===== src/rtl/prog_clk_div.sv =====
// Programmable clock divider: power-of-two legacy select or arbitrary integer
// divisor, with glitch-free divisor changes applied only at period boundaries.
module prog_clk_div #(
  parameter int CNT_W = 16,
  parameter int SEL_W = 2
) (
  input  logic             clk,
  input  logic             rst,
  input  logic             en,
  input  logic             mode,
  input  logic [SEL_W-1:0] sel,
  input  logic [CNT_W-1:0] div_val,
  output logic             clk_o,
  output logic             tick,
  output logic [CNT_W-1:0] cur_div_o
);

  // state   | meaning
  // ST_IDLE | outputs low, cur_div tracks the requested divisor
  // ST_RUN  | counting through the period of cur_div cycles
  localparam logic [0:0] ST_IDLE = 1'b0;
  localparam logic [0:0] ST_RUN  = 1'b1;

  localparam logic [CNT_W-1:0] ONE     = CNT_W'(1);
  localparam logic [CNT_W-1:0] DIV_RST = CNT_W'(2);

  logic [0:0]       state_q, state_d;
  logic [CNT_W-1:0] cnt_q, cnt_d;
  logic [CNT_W-1:0] cur_div_q, cur_div_d;
  logic             clk_o_q, clk_o_d;
  logic             tick_q, tick_d;

  logic [CNT_W-1:0] div_leg;
  logic [CNT_W-1:0] div_req;
  logic [CNT_W-1:0] half_d;
  logic             run_d;

  assign div_leg = ONE << (CNT_W'(sel) + ONE);

  // Divisors 0 and 1 both mean divide-by-one.
  always_comb begin
    div_req = div_leg;
    if (mode) begin
      div_req = (div_val == '0) ? ONE : div_val;
    end
  end

  always_comb begin
    state_d   = state_q;
    cnt_d     = cnt_q;
    cur_div_d = cur_div_q;
    if (!en) begin
      state_d   = ST_IDLE;
      cnt_d     = '0;
      cur_div_d = div_req;
    end else if (state_q == ST_IDLE) begin
      state_d   = ST_RUN;
      cnt_d     = '0;
      cur_div_d = div_req;
    end else if (cnt_q == cur_div_q - ONE) begin
      cnt_d     = '0;
      cur_div_d = div_req;
    end else begin
      cnt_d     = cnt_q + ONE;
    end

    // Outputs are decoded from next state so they are plain flops.
    run_d   = (state_d == ST_RUN);
    half_d  = cur_div_d - (cur_div_d >> 1);
    clk_o_d = run_d && (cnt_d < half_d);
    tick_d  = run_d && (cnt_d == cur_div_d - ONE);
  end

  always_ff @(posedge clk) begin
    if (rst) begin
      state_q   <= ST_IDLE;
      cnt_q     <= '0;
      cur_div_q <= DIV_RST;
      clk_o_q   <= 1'b0;
      tick_q    <= 1'b0;
    end else begin
      state_q   <= state_d;
      cnt_q     <= cnt_d;
      cur_div_q <= cur_div_d;
      clk_o_q   <= clk_o_d;
      tick_q    <= tick_d;
    end
  end

  assign clk_o     = clk_o_q;
  assign tick      = tick_q;
  assign cur_div_o = cur_div_q;

endmodule


===== config.mk =====
export PLATFORM = sky130hd
export DESIGN_NAME = prog_clk_div
export DESIGN_NICKNAME = d
export VERILOG_FILES = /design/src/rtl/prog_clk_div.sv
export SDC_FILE = /design/constraint.sdc
export NUM_CORES = 1
export LEC_CHECK = 0
export BUFFER_PORTS_ARGS = -buffer_cell sky130_fd_sc_hd__buf_2
export CAP_MARGIN = 20
export CORE_ASPECT_RATIO = 0.5
export CORE_MARGIN = 3
export CORE_UTILIZATION = 61
export CTS_CLUSTER_SIZE = 10
export DETAILED_ROUTE_END_ITERATION = 12
export PLACE_DENSITY = 0.82
export SLEW_MARGIN = 20
export SYNTH_ARGS = -nofsm -noshare
export SYNTH_HDL_FRONTEND = slang
export SYNTH_SLANG_ARGS = --single-unit
export TNS_END_PERCENT = 50

===== constraint.sdc =====
create_clock -name clk -period 7.7 [get_ports clk]
set_input_delay 1.155 -clock clk [delete_from_list [all_inputs] [get_ports clk]]
set_output_delay 1.155 -clock clk [all_outputs]
set_load 0.005 [all_outputs]

==> flow_metrics.py <==
metrics = {
    "global_route": {
        "antenna_found_initial": 0,
        "overflow": 0,
        "busiest_layer": "met1",
        "met1_usage_pct": 43.2,
        "grt_usage_pct": 29.6,
        "use_met2_pct": 42.2,
        "use_met3_pct": 10.7,
        "grt_max_degree": 32,
        "grt_pass1_vias": 3499,
        "grt_first_pass_wirelength_microns": 17900,
    },
    "clocking": {
        "clkLatencyLatePin_ns": 0.28,
        "cts-resized-gates": 0,
        "clockBufferDepth": 2,
        "cts_tree": "done",
        "root_buffer": "clkbuf_16",
        "cts.sinks": 35,
        "numCtsBuffers": 5,
        "ctsHtreeMaxLevel": 2,
        "post_cts_buffers": 0,
        "holdBufCountCts": 0,
        "clk_pin_slew_ns": 0.06,
    },
    "worst_setup_path": {
        "critPathKind": "reg2reg",
        "crit_required_ns": 7.90,
        "critPathBufInv": 2,
        "cpMostUsedCell": "a21oi_1",
        "end_kind": "register",
        "cp_max_fo": 7,
        "critPathMaxStageDelay_ns": 0.76,
        "cpLargestDelayFamily": "compound AO/OA/AOI/OAI gates",
        "crit_arrival_ns": 7.05,
        "slowest_stage": "nor4_1",
        "cp-start-kind": "register",
        "r2r_setup_slack_ns": 0.85,
    },
    "synthesis": {
        "synth_enable_flop_cells": 0,
        "synth-seq-cells": 35,
        "synthArstFlopShare_pct": 0,
        "ys_warn_count": 0,
        "syn_area_sq_mm": 0.00389,
        "synthesis.nets": 577,
        "seq_area_frac_synth_pct": 18.0,
        "ys.flop_type": "dfxtp_1",
        "ys_types": 62,
        "syn_inst": 507,
        "syn_area_per_cell_sq_um": 7.67,
    },
    "timing": {
        "slew_viol_final": 0,
        "fin_crit_sh_pct": 89.0,
        "worst_slew_pin_slew_ns": 0.844,
        "rsz0062_at_grt": "no",
        "setup_ws_ns": 0.846,
        "max_freq_mhz": 146,
        "setup_violations": 0,
        "fin_crit_ns": 6.85,
        "finClkSkew_ns": 0.00486,
        "final_hold_viol_count": 0,
        "tns_ns": 0,
        "relSlewSlack_pct": 43.2,
    },
    "placement": {
        "gp_congestion": 0.949,
        "port_buffers": 39,
        "place_area_sq_mm": 0.00410,
        "dp_hpwl_microns": 8710,
        "place_ws_ns": 0.996,
    },
    "route": {
        "wl_per_cell_microns": 18.0,
        "vias": 3806,
        "drt-initial-drc-count": 500,
        "finalWirelength_microns": 11100,
        "vias_per_cell": 6.20,
        "first_pass_iters": 5,
        "postRouteAntennaNets": 0,
        "post-route-drc-count": 0,
    },
    "pwr": {
        "power.static_leakage_nw": 1.80,
        "power.total_uw": 687,
        "p_per_area_mw_per_mm2": 160,
        "peakVddDrop_mv": 0.133,
    },
    "layout": {
        "drive_gt1_share_pct": 11.3,
        "post-route-util_pct": 73.9,
        "nNetsFinal": 599,
        "area_delta_synth_final_pct": 10.2,
        "fin_area_sq_mm": 0.00428,
        "n_antenna_cell": 0,
    },
    "floorplanning": {
        "start_util_pct": 67.0,
        "die_h_microns": 62.5,
        "fp.dieW_microns": 119,
        "core_sq_mm": 0.00580,
        "die-area_sq_mm": 0.00742,
        "ioPinCount": 40,
        "rows": 19,
    },
    "run_status": {
        "status": "finished clean",
    },
    "min_path": {
        "hold_class": "reg2reg",
    },
    "flow_run": {
        "maxCapViolCount": 0,
    },
}
[layout by cell type (no fill, tap or decap), types with 4 or more instances in the layout]
| cell | instances |
|---|---|
| nor2_1 | 72 |
| xnor2_1 | 48 |
| ha_1 | 47 |
| buf_2 | 39 |
| dfxtp_1 | 35 |
| inv_1 | 31 |
| a21oi_1 | 26 |
| nand2_1 | 22 |
| xor2_1 | 19 |
| nand3_1 | 16 |
| a22oi_1 | 15 |
| o21ai_0 | 14 |
| nor3_1 | 13 |
| nand4_1 | 11 |
| nor2b_1 | 10 |
| mux2i_1 | 7 |
| nor4_1 | 6 |
| a31oi_1 | 5 |
| o211ai_1 | 5 |
| nand2b_1 | 5 |
| o21bai_1 | 5 |
| clkbuf_16 | 5 |
| or3_1 | 4 |
| and2_1 | 4 |
| and4_1 | 4 |
[registers in the layout, indices dropped and copies added, names as in the netlist]
| register | cells |
|---|---|
| cur_div_o | 16 |
| tick | 1 |
| state_q | 1 |
| cnt_q | 16 |
| clk_o | 1 |
[final timing paths]
check / startpoint / to / cells after the start
max reg2reg: cur_div_o[0]$_SDFF_PP0_ / clk_o$_SDFF_PP0_ / 30
min reg2reg: cnt_q[0]$_SDFF_PP0_ / cnt_q[0]$_SDFF_PP0_ / 1
min: cnt_q[0]$_SDFF_PP0_ / cnt_q[0]$_SDFF_PP0_ / 1
max: cur_div_o[0]$_SDFF_PP0_ / clk_o$_SDFF_PP0_ / 30
[final cells by class]
cell class / count / area (sq um)
timing repair buffer: 41 / 210
tap: 84 / 105
sequential: 35 / 701
clock inverter: 2 / 60.1
fill: 467 / 1520
clock buffer: 6 / 129
multi-input combinational: 415 / 2960
inverter: 31 / 116
[logic make-up after synthesis]
logic type	share of synthesized area, %
multiplexers	1.80
AND/OR/NAND/NOR	24.4
flip-flops	18.0
AO/OA/AOI/OAI	19.2
XOR/XNOR	15.1
buffers and inverters	5.83
adder cells (fa/ha/maj)	15.6
[cell usage after synthesis, types with 4 or more instances]
library cell / n / area share [%]
a21oi_1: 26 / 3.3
a22oi_1: 15 / 2.9
a31oi_1: 5 / 0.80
and2_1: 4 / 0.64
and4_1: 4 / 0.90
buf_2: 4 / 0.51
clkbuf_1: 19 / 1.8
dfxtp_1: 35 / 18
ha_1: 47 / 15
inv_1: 31 / 3.0
mux2i_1: 7 / 1.8
nand2_1: 22 / 2.1
nand2b_1: 5 / 0.80
nand3_1: 16 / 2.1
nand4_1: 11 / 1.8
nor2_1: 73 / 7.0
nor2b_1: 10 / 1.6
nor3_1: 13 / 1.7
nor4_1: 6 / 0.97
o211ai_1: 5 / 0.97
o21ai_0: 14 / 1.8
o21bai_1: 5 / 0.97
or3_1: 4 / 0.64
xnor2_1: 48 / 11
xor2_1: 19 / 4.3
[layer usage]
layer | part of all wire [%] | vias up | wire length [microns]
li1 | - | 1846 | -
met1 | 48 | 1793 | 5280
met2 | 40 | 156 | 4470
met3 | 11 | 11 | 1250
met4 | 0.63 | 0 | 70
met5 | 0 | - | 0
[power by group]
group          internal, mW  switching (mW)
clock network         0.186          0.0831
logic                0.0951           0.124
registers             0.186          0.0130
total                 0.467           0.220
[stage by stage]
step / instances / hold WS (ns)
3_3_place_gp: 606 / 0.518
2_1_floorplan: 507 / 0.474
3_5_place_dp: 606 / 0.529
5_1_grt: 614 / 0.602
4_1_cts: 614 / 0.542
6_report: 614 / 0.550
(Power assumes the default switching activity.)
